`src/rtl/dual_rr_arbiter.sv`:
```
// dual_rr_arbiter
//
// Shares two identical resource ports (A and B) among N requesters using a
// rotating-priority scan that picks up to two winners per cycle. A granted
// port is held until its resource signals completion through done_a/done_b.
// A port released this cycle can be re-granted on the same edge, so there are
// no idle bubbles between back-to-back jobs.
//
// Ports:
//   clk      clock, all state updates on the rising edge
//   rst      synchronous active-high reset
//   req      request vector, bit i = requester i wants a port
//   done_a   port A resource finished, releases port A
//   done_b   port B resource finished, releases port B
//   idx_a    index of the requester holding port A (meaningful while busy_a)
//   busy_a   port A occupied
//   idx_b    index of the requester holding port B (meaningful while busy_b)
//   busy_b   port B occupied
//   gnt      one-hot-per-port grant vector, at most two bits set

module dual_rr_arbiter #(
    parameter int unsigned N = 8,
    localparam int unsigned W = $clog2(N)
) (
    input  logic         clk,
    input  logic         rst,
    input  logic [N-1:0] req,
    input  logic         done_a,
    input  logic         done_b,
    output logic [W-1:0] idx_a,
    output logic         busy_a,
    output logic [W-1:0] idx_b,
    output logic         busy_b,
    output logic [N-1:0] gnt
);

    localparam logic [W-1:0] LastIdx = W'(N - 1);

    // Step one position down the ring; 0 wraps to N-1 even when N is not a
    // power of two.
    function automatic logic [W-1:0] ring_dec(input logic [W-1:0] v);
        return (v == '0) ? LastIdx : v - 1'b1;
    endfunction

    logic         busy_a_q, busy_a_d;
    logic [W-1:0] idx_a_q,  idx_a_d;
    logic         busy_b_q, busy_b_d;
    logic [W-1:0] idx_b_q,  idx_b_d;
    logic [W-1:0] ptr_q,    ptr_d;
    logic [N-1:0] gnt_q,    gnt_d;

    logic         free_a, free_b;
    logic [N-1:0] cand;
    logic         found_first, found_second;
    logic [W-1:0] first_idx, second_idx;
    logic [W-1:0] scan_pos;

    // done_x only matters while the port is busy.
    assign free_a = ~busy_a_q | done_a;
    assign free_b = ~busy_b_q | done_b;

    // gnt_q is exactly the current holder set, including any holder being
    // released this cycle, so a releasing requester cannot win again at once.
    assign cand = req & ~gnt_q;

    // Rotating-priority scan: ptr, ptr-1, ..., 0, N-1, ..., ptr+1.
    always_comb begin
        found_first  = 1'b0;
        found_second = 1'b0;
        first_idx    = '0;
        second_idx   = '0;
        scan_pos     = ptr_q;
        for (int k = 0; k < int'(N); k++) begin
            if (cand[scan_pos]) begin
                if (!found_first) begin
                    found_first = 1'b1;
                    first_idx   = scan_pos;
                end else if (!found_second) begin
                    found_second = 1'b1;
                    second_idx   = scan_pos;
                end
            end
            scan_pos = ring_dec(scan_pos);
        end
    end

    // Port assignment and pointer update. A free port with no winner clears
    // its busy flag but keeps its last index.
    always_comb begin
        busy_a_d = busy_a_q;
        idx_a_d  = idx_a_q;
        busy_b_d = busy_b_q;
        idx_b_d  = idx_b_q;
        ptr_d    = ptr_q;

        if (free_a && free_b) begin
            busy_a_d = found_first;
            busy_b_d = found_second;
            if (found_first) begin
                idx_a_d = first_idx;
            end
            if (found_second) begin
                idx_b_d = second_idx;
            end
            // The lowest-priority winner is the last one found in scan order.
            if (found_second) begin
                ptr_d = ring_dec(second_idx);
            end else if (found_first) begin
                ptr_d = ring_dec(first_idx);
            end
        end else if (free_a) begin
            busy_a_d = found_first;
            if (found_first) begin
                idx_a_d = first_idx;
                ptr_d   = ring_dec(first_idx);
            end
        end else if (free_b) begin
            busy_b_d = found_first;
            if (found_first) begin
                idx_b_d = first_idx;
                ptr_d   = ring_dec(first_idx);
            end
        end
    end

    // Registered grant vector derived from the next port state.
    always_comb begin
        gnt_d = '0;
        for (int i = 0; i < int'(N); i++) begin
            gnt_d[i] = (busy_a_d && (idx_a_d == W'(i))) || (busy_b_d && (idx_b_d == W'(i)));
        end
    end

    always_ff @(posedge clk) begin
        if (rst) begin
            busy_a_q <= 1'b0;
            idx_a_q  <= '0;
            busy_b_q <= 1'b0;
            idx_b_q  <= '0;
            ptr_q    <= LastIdx;
            gnt_q    <= '0;
        end else begin
            busy_a_q <= busy_a_d;
            idx_a_q  <= idx_a_d;
            busy_b_q <= busy_b_d;
            idx_b_q  <= idx_b_d;
            ptr_q    <= ptr_d;
            gnt_q    <= gnt_d;
        end
    end

    assign busy_a = busy_a_q;
    assign idx_a  = idx_a_q;
    assign busy_b = busy_b_q;
    assign idx_b  = idx_b_q;
    assign gnt    = gnt_q;

endmodule
```
`config.mk`:
```
export PLATFORM = sky130hd
export DESIGN_NAME = dual_rr_arbiter
export DESIGN_NICKNAME = d
export VERILOG_FILES = /design/src/rtl/dual_rr_arbiter.sv
export SDC_FILE = /design/constraint.sdc
export NUM_CORES = 1
export LEC_CHECK = 0
export CORE_ASPECT_RATIO = 0.9
export CORE_MARGIN = 5
export CORE_UTILIZATION = 26
export CTS_CLUSTER_SIZE = 28
export DETAILED_ROUTE_END_ITERATION = 8
export SLEW_MARGIN = 20
export SYNTH_ARGS = -nofsm -noshare
export SYNTH_HDL_FRONTEND = slang
export SYNTH_SLANG_ARGS = --single-unit
```
`constraint.sdc`:
```
create_clock -name clk -period 5.4 [get_ports clk]
set_input_delay 0.81 -clock clk [delete_from_list [all_inputs] [get_ports clk]]
set_output_delay 0.81 -clock clk [all_outputs]
set_load 0.01 [all_outputs]
```
Word-level counts from Yosys, hierarchy flattened
Index checks and enable logic that the tools add are counted.
{"block": "word_totals", "register_bits": 19, "latchBits": 0, "ramBits": 0, "mem_bits_ro": 0, "inputBits": 12, "out_inout_bits": 16, "wordCells": 180, "memories": 0}
{"block": "classes", "add_sub_neg": 9, "multipliers": 0, "div_mod_pow": 0, "magnitude_cmp": 8, "n_eq_ne": 14, "shift": 0, "mux": 100, "bitwise": 6, "n_reduce_logical": 37}
{"cell": "3-bit two-way mux", "n": 57}
{"cell": "1-bit two-way mux", "n": 35}
{"cell": "3-bit zero test", "n": 11}
{"cell": "3-bit by 4-bit less-than comparator with 1-bit output, second input constant", "n": 8}
{"cell": "3-bit by 1-bit subtractor with 3-bit output, second input constant", "n": 9}
{"cell": "1-bit binary-select mux with 3-bit select", "n": 8}
{"cell": "3-bit equality test, second input constant", "n": 8}
{"cell": "1-bit logical AND", "n": 17}
{"cell": "3-bit by 2-bit equality test with 1-bit output, second input constant", "n": 4}
{"cell": "8-bit bitwise AND", "n": 1}
{"cell": "1-bit logical OR", "n": 8}
{"cell": "8-bit inverter", "n": 1}
{"cell": "3-bit by 1-bit equality test with 1-bit output, second input constant", "n": 2}
{"cell": "3-bit nonzero test", "n": 1}
{"cell": "1-bit inverter", "n": 2}
{"cell": "1-bit bitwise OR", "n": 2}

Logic depth before layout (Yosys ltp)
Gate-level depths: netlist of run 1.
{"block": "logic_depth", "word_depth": 30, "depth_mapped": 22, "depth_no_buf": 21}

Least setup slack after synthesis of run 1
OpenSTA, ideal clock, no wires.
{"block": "synth_path", "path_kind": "register to register", "start": "register ptr_q[0]", "end": "register ptr_q[2]", "arrival_time_ns": 5.195, "slack_ns": 0.083, "stages_incl_launch_ff": 23, "period_less_slack_ns": 5.317, "path_cell_list": "dfxtp_1 buf_2 inv_2 ha_1 or3_4 a211o_1 nand2_1 ha_1 ha_1 ha_1 ha_1 ha_1 inv_1 mux2_2 a211oi_1 o211ai_1 o21ai_0 inv_1 ha_1 ha_1 nand3b_1 o21ai_0 a221o_1"}
{"block": "synth_via", "elab_chain_len": 27, "elab_cells_between_ends": 105, "cone_classes": "9 x add/sub; 87 x mux; 9 x reduce/logical"}
{"item": "start: declaration", "line_no": "49", "source": "logic [W-1:0] ptr_q, ptr_d;"}
{"item": "start signal: assignment", "line_no": "140", "source": "ptr_q <= LastIdx;"}
{"item": "start signal: assignment", "line_no": "147", "source": "ptr_q <= ptr_d;"}
{"item": "branches (longest 26 deep; another with 3-bit by 1-bit subtractor with 3-bit output)"}
{"item": "3-bit two-way mux (*)", "line_no": "96", "source": "if (free_a && free_b) begin"}
Every way passes the cells marked *. The select of a mux whose other input is x is not followed.
A chain may end at the register's enable or synchronous reset.

Worst setup path after layout of run 1
{"block": "layout_path", "start": "register ptr_q[0]", "end": "register ptr_q[0]"}
The elaborated chain is that of the path after synthesis.

==> results.toml, run 1 <==
[outcome]
outcome = "finished clean"

[synthesis]
syn-num-nets = 387
post_syn_area_mm2 = 0.00289
synth_flop_cell = "sky130_fd_sc_hd__dfxtp_1"
share_of_the_synthesized_area_in_the_top_cell_type = 0.132
number_of_synthesized_flops_with_an_enable_pin = 0
post_synth_inst_count = 361
ys_seq_elements = 19
avgSynthCellArea_um2 = 8.00
synth.area.top_cells = "sky130_fd_sc_hd__dfxtp_1, sky130_fd_sc_hd__mux4_2, sky130_fd_sc_hd__ha_1"
synth_sequential_area_ratio = 0.132
synth_top_cell_by_area = "sky130_fd_sc_hd__dfxtp_1"
synth-async-reset-ratio = 0
synthesis.yosys.warnings = 0
yosys.cell_types.count = 81

[hold_path]
hp-class = "reg2reg"
hold_crit_endpoint = "idx_a[2]"
hold_depth = 2
worst_hold_startpoint = "idx_a[2]"

[sta]
fmax_mhz = 193
finClkSkew_ns = 0.00179
final-hold-violation-count = 0
timing.final.crit_period_ns = 5.18
finalSetupViolations = 0
tightest_slew_ns = 0.854
max_slew_margin = 0.429
slew_viol_final = 0
worst_slack_ns = 0.218
final_min_period_over_clock_period = 0.960

[layout]
layout.core_utilization = 0.329
final_layout_size_suffix_gt1_frac = 0.173
num_antenna_cells = 0
area_growth_syn_to_layout_pct = 23.7
nNetsFinal = 426
num-fill-cells = 1151

[clock_network]
number_of_clock_buffers_inserted_by_tritoncts = 3
cts.clk_slew.worst_paths_ns = 0.06
cts_max_path_buffers = 2
cts_tree = "done"
clkSinkCount = 19
htreeDepth = 1
clock_root_buffer = "sky130_fd_sc_hd__clkbuf_16"
clock_insertion_delay_worst_skew_ns = 0.25

[setup_path]
setup.reg_to_reg.worst_slack_ns = 0.22
critical_path.reg2reg.startpoint = "ptr_q[0]"
timing.critical_path.fanout_max = 8
critPathArrivalTime_ns = 5.32
r2r.worst_path.cells = 19
cp-end-kind = "register"
worstSetupPathType = "reg2reg"
startpoint_type = "register"
timing.rr.end = "ptr_q[0]"
worst-endpoint-required_ns = 5.53

[detailed_routing]
viasPerCell = 5.92
dr.first_iter.drc_count = 296
route.detailed.wl_per_inst_um = 18.5
route.antenna.remaining_nets = 0
number_of_iterations_in_the_first_detailed_routing_pass = 5
remaining_drc_errors = 0
routed_wirelength_mm = 10.2
dr_total_vias = 3261

[global_route]
number_of_global_route_vias_before_repair = 3022
gr_util_all_layers = 0.150
largest_net_degree_at_the_start_of_global_routing = 21
initial_antenna_violation_count = 0
overflow_after_grt = 0
grt_first_pass_wirelength_mm = 16.2

[place]
portBuffers = 27
preCtsSetupSlack_ns = 0.00912
dp_hpwl_mm = 7.82
gpl.final_weighted_congestion = 0.954

[run]
max_cap_violations = 0

[floorplan]
io_pins = 28
fp.dieH_um = 110
num_rows = 36
die_outline_area_mm2 = 0.0133
start_util = 0.266
core_area_mm2 = 0.0109
die_width_um = 121
==> per-layer routing <==
layer | vias up | track usage | wire length, um
li1 | 1492 | - | -
met1 | 1544 | 0.219 | 4620
met2 | 196 | 0.230 | 4390
met3 | 29 | 0.0180 | 985
met4 | 0 | 0.0445 | 211
met5 | - | 0 | 0
==> logic make-up after synthesis <==
family          share of synthesized area
compound gates                      0.328
xor+xnor                           0.0152
fa+ha+maj                          0.0676
buf+inv                            0.0490
flops                               0.132
mux                                 0.130
simple gates                        0.278
==> synth_stat cells, types with 5 or more instances <==
master                     count
sky130_fd_sc_hd__nand2_1      21
sky130_fd_sc_hd__buf_2         7
sky130_fd_sc_hd__and2_1        6
sky130_fd_sc_hd__clkbuf_1      6
sky130_fd_sc_hd__nor2_1       29
sky130_fd_sc_hd__a211oi_1      7
sky130_fd_sc_hd__mux2i_1      14
sky130_fd_sc_hd__dfxtp_1      19
sky130_fd_sc_hd__nor2b_1      13
sky130_fd_sc_hd__nand3_1      13
sky130_fd_sc_hd__a21o_1        6
sky130_fd_sc_hd__a21oi_1      22
sky130_fd_sc_hd__o22ai_1       6
sky130_fd_sc_hd__mux4_2        9
sky130_fd_sc_hd__or3_1         5
sky130_fd_sc_hd__nor3_1        9
sky130_fd_sc_hd__nand3b_1      6
sky130_fd_sc_hd__o21ai_0      16
sky130_fd_sc_hd__inv_1        10
sky130_fd_sc_hd__nand2b_1     14
sky130_fd_sc_hd__ha_1         14
==> how the worst max path moves through the flow <==
stage | start | end | slack [ns] | depth (start not counted)
2_1_floorplan | ptr_q[0] | ptr_q[2] | 0.08 | 22
3_3_place_gp | ptr_q[0] | ptr_q[2] | 0.17 | 21
3_5_place_dp | ptr_q[0] | ptr_q[2] | 0.009 | 21
4_1_cts | ptr_q[0] | ptr_q[2] | 0.01 | 21
5_1_grt | ptr_q[0] | ptr_q[0] | -0.03 | 19
6_report | ptr_q[0] | ptr_q[0] | 0.22 | 19
==> final cells by class <==
| type | instances | area [um^2] | area share |
|---|---|---|---|
| clock buffers | 4 | 78.8 | 0.0221 |
| inverters | 12 | 46.3 | 0.0130 |
| multi-input cells | 313 | 2420 | 0.679 |
| flip-flops and latches | 19 | 380 | 0.107 |
| well taps | 152 | 190 | 0.0533 |
| repair buffers | 51 | 450 | 0.126 |
==> cells in the final DEF (no fill, tap or decap), types with 4 or more instances in the layout <==
cell	netlist	routed
sky130_fd_sc_hd__xnor2_1	4	4
sky130_fd_sc_hd__buf_4	0	24
sky130_fd_sc_hd__mux4_2	9	9
sky130_fd_sc_hd__nand3b_1	6	6
sky130_fd_sc_hd__nor2_1	29	29
sky130_fd_sc_hd__a211oi_1	7	6
sky130_fd_sc_hd__a32oi_1	4	4
sky130_fd_sc_hd__a32o_1	4	4
sky130_fd_sc_hd__ha_1	14	13
sky130_fd_sc_hd__o32ai_1	4	4
sky130_fd_sc_hd__nand2b_1	14	14
sky130_fd_sc_hd__nor2b_1	13	13
sky130_fd_sc_hd__o21ai_0	16	15
sky130_fd_sc_hd__clkdlybuf4s50_1	0	27
sky130_fd_sc_hd__or3_1	5	5
sky130_fd_sc_hd__dfxtp_1	19	19
sky130_fd_sc_hd__o211ai_1	4	4
sky130_fd_sc_hd__nand3_1	13	13
sky130_fd_sc_hd__nand2_1	21	20
sky130_fd_sc_hd__nand4_1	4	4
sky130_fd_sc_hd__a21oi_1	22	22
sky130_fd_sc_hd__inv_1	10	9
sky130_fd_sc_hd__o22ai_1	6	6
sky130_fd_sc_hd__mux2i_1	14	14
sky130_fd_sc_hd__a21o_1	6	6
sky130_fd_sc_hd__o21ai_1	4	4
sky130_fd_sc_hd__nor3_1	9	8
sky130_fd_sc_hd__and2_1	6	6
==> what timing repair did <==
| item | 4_1_cts | 5_1_grt |
|---|---|---|
| hold buffers | 0 | 0 |
| pin swaps | 0 | 1 |
| gates resized for setup | 1 | 12 |
| setup buffers | 0 | 8 |
| setup endpoints to repair | 1 | 7 |
==> flip-flops by register name, summed over array words and instances, names as in the netlist <==
register,count
idx_a,3
busy_a,1
gnt,8
busy_b,1
idx_b,3
ptr_q,3
==> worst max-delay path, stage by stage, from the launching register on <==
cell and delay [ns]:
sky130_fd_sc_hd__dfxtp_1 0.35, sky130_fd_sc_hd__inv_2 0.07, sky130_fd_sc_hd__ha_1 0.21, sky130_fd_sc_hd__or3_4 0.38, sky130_fd_sc_hd__a211o_1 0.37, sky130_fd_sc_hd__nand2_2 0.11
sky130_fd_sc_hd__ha_1 0.26, sky130_fd_sc_hd__ha_1 0.33, sky130_fd_sc_hd__ha_2 0.34, sky130_fd_sc_hd__ha_1 0.34, sky130_fd_sc_hd__inv_1 0.11, sky130_fd_sc_hd__mux4_2 0.41
sky130_fd_sc_hd__or3_1 0.44, sky130_fd_sc_hd__o221ai_2 0.22, sky130_fd_sc_hd__a22oi_1 0.16, sky130_fd_sc_hd__and2_1 0.18, sky130_fd_sc_hd__ha_1 0.18, sky130_fd_sc_hd__o31ai_1 0.25
sky130_fd_sc_hd__a21oi_1 0.06, sky130_fd_sc_hd__a211o_1 0.29
==> per-stage QoR <==
step                TNS, ns  std cells  instance area (um^2)  hold WS [ns]
finish                    0        551                  3570         0.507
detailed placement        0        539                  3370         0.498
floorplan                 0        361                  2890         0.505
global placement          0        539                  3370         0.498
global route        -0.0344        551                  3570         0.535
CTS                       0        543                  3450         0.508
Power of run 1 is left out: the tool's default activity adds up to more than one toggle a clock period on the data nets, which glitch-free logic cannot reach.
==> inputs of run 2 (changes only) <==
--- a/config.mk
+++ b/config.mk
@@ -6,10 +6,11 @@
 export NUM_CORES = 1
 export LEC_CHECK = 0
 export CORE_ASPECT_RATIO = 0.9
-export CORE_MARGIN = 5
+export CORE_MARGIN = 3
 export CORE_UTILIZATION = 26
 export CTS_CLUSTER_SIZE = 28
 export DETAILED_ROUTE_END_ITERATION = 8
+export DONT_BUFFER_PORTS = 1
 export SLEW_MARGIN = 20
 export SYNTH_ARGS = -nofsm -noshare
 export SYNTH_HDL_FRONTEND = slang
==> run 2 against run 1 <==
Compared with the run above:
- worst hold slack better by 0.070 ns
- core utilization down 1.6 points
- via count decreased by 1.5%
- die area down 6.8%
- cell count decreased by 8.9%
- design area shrank 8.0%
- wire length rose by 0.42%
- global-route usage rose by 1.3 points
- first-iteration DRC count rose by 5.4%
==> results.toml, run 2 (synthesized netlist as in run 1, its figures left out) <==
[detailed_routing]
detailroute.wirelength.met3_mm = 1.06
dr_total_vias = 3212
viasPerCell = 6.40
route.antenna.remaining_nets = 0
number_of_iterations_in_the_first_detailed_routing_pass = 6
dr.first_iter.drc_count = 312
routed_wirelength_mm = 10.2
wire_length_on_met1_mm = 4.55
route.detailed.wl_per_inst_um = 20.4
maxUsedRoutingLayer = "met4"
met2RoutedLength_mm = 4.43
remaining_drc_errors = 0

[clock_network]
clkSinkCount = 19
clock_root_buffer = "sky130_fd_sc_hd__clkbuf_16"
number_of_clock_buffers_inserted_by_tritoncts = 3
clock_insertion_delay_worst_skew_ns = 0.25
hold_buffers = 0
cts.clk_slew.worst_paths_ns = 0.05
htreeDepth = 1
cts_tree = "done"
cts_max_path_buffers = 2

[setup_path]
critPathArrivalTime_ns = 5.33
cp-end-kind = "register"
worst-endpoint-required_ns = 5.54
crit_chain = "inv_1 > ha_1 > or3_4 > a211o_1 > nand2_2 > ha_1 > ha_1 > ha_2 > ha_1 > inv_1 > mux4_2 > buf_4 > buf_4 > and4_1 > o21ai_0 > and2_1 > ha_1 > ha_1 > nand3b_1 > o21ai_0 > a221o_1"
crit_family = "adder cells"
timing.critical_path.mode_cell = "sky130_fd_sc_hd__ha_1"
worstSetupPathType = "reg2reg"
critical-path-slowest-cell = "sky130_fd_sc_hd__mux4_2"
timing.critical_path.fanout_max = 6
startpoint_type = "register"
critical_path_buffer_and_inverter_count = 4
critical-path-max-stage-delay_ns = 0.40

[outcome]
outcome = "finished clean"

[run]
max_cap_violations = 0

[place]
portBuffers = 0
gpl.final_weighted_congestion = 0.967
dp_hpwl_mm = 7.81

[sta]
max_slew_margin = 0.379
fmax_mhz = 193
slew_viol_final = 0
finalSetupViolations = 0
grt_setup_unrepaired = "false"
timing.final.crit_period_ns = 5.19
final_min_period_over_clock_period = 0.961
summed_negative_setup_slack_over_all_endpoints_ns = 0
final-hold-violation-count = 0
finClkSkew_ns = 0.00253
tightest_slew_ns = 0.908

[global_route]
number_of_global_route_vias_before_repair = 2965
grt_first_pass_wirelength_mm = 16.0
initial_antenna_violation_count = 0
gr_util_all_layers = 0.162
largest_net_degree_at_the_start_of_global_routing = 20
overflow_after_grt = 0

[layout]
nNetsFinal = 400
num_antenna_cells = 0
num-fill-cells = 1145
area_growth_syn_to_layout_pct = 13.8
layout_common_cells = "sky130_fd_sc_hd__nor2_1, sky130_fd_sc_hd__buf_4, sky130_fd_sc_hd__a21oi_1, sky130_fd_sc_hd__nand2_1, sky130_fd_sc_hd__dfxtp_1"
final_common_cell = "sky130_fd_sc_hd__nor2_1"
final_layout_size_suffix_gt1_frac = 0.193
largest_reg_flops = 8

[floorplan]
io_pins = 28
num_rows = 35
die_outline_area_mm2 = 0.0124
start_util = 0.275
core_area_mm2 = 0.0105
die_width_um = 117
fp.dieH_um = 106

[hold_path]
hp-class = "reg2reg"
-- run 2: cell count changes in the layout (fill, tap and decap cells not counted), sizes merged --
cell / previous run / this run
clkbuf: 4 / 3
mux4: 9 / 10
clkinv: 1 / 2
clkdlybuf4s50: 27 / 0
-- run 2: per-stage QoR --
| stage | utilization | instances | setup slack, ns | cell area (um^2) | hold slack [ns] |
|---|---|---|---|---|---|
| floorplan | - | 361 | 0.0832 | 2890 | 0.505 |
| global placement | 0.293 | 490 | 0.186 | 3080 | 0.544 |
| detailed placement | 0.293 | 490 | 0.0707 | 3080 | 0.560 |
| CTS | 0.301 | 494 | 0.0490 | 3160 | 0.567 |
| global route | 0.313 | 502 | 0.00940 | 3290 | 0.603 |
| finish | 0.313 | 502 | 0.213 | 3290 | 0.577 |
-- run 2: area by class of cell --
class | instances | area [um^2] | share of cell area
well taps | 129 | 161 | 0.0491
repair buffers | 24 | 180 | 0.0548
flip-flops and latches | 19 | 380 | 0.116
clock buffers | 3 | 75.1 | 0.0228
clock inverters | 1 | 5.00 | 0.00152
inverters | 12 | 46.3 | 0.0141
multi-input cells | 314 | 2440 | 0.742
-- run 2: routing by layer --
metal  GRT usage  vias up
li1            -     1439
met1       0.245     1534
met2       0.230      209
met3      0.0302       30
met4      0.0500        0
met5           0        -
-- run 2: worst paths after layout --
| path | cells past startpoint | end | slack, ns | from |
|---|---|---|---|---|
| max reg2reg | 21 | ptr_q[2] | 0.21 | ptr_q[1] |
| min | 2 | idx_a[2] | 0.58 | idx_a[2] |
| min reg2reg | 2 | idx_a[2] | 0.58 | idx_a[2] |
| max | 21 | ptr_q[2] | 0.21 | ptr_q[1] |
-- run 2: tightest hold or removal path: stages (launching register included) --
cell	delay [ns]
sky130_fd_sc_hd__dfxtp_1	0.38
sky130_fd_sc_hd__nand2_1	0.10
sky130_fd_sc_hd__a21oi_1	0.06
-- run 2: repair_timing --
action	in CTS	in global routing
buffers inserted	0	7
gates resized for setup	0	11
endpoints found under the setup margin	0	10
Power of run 2 is left out for the same reason.
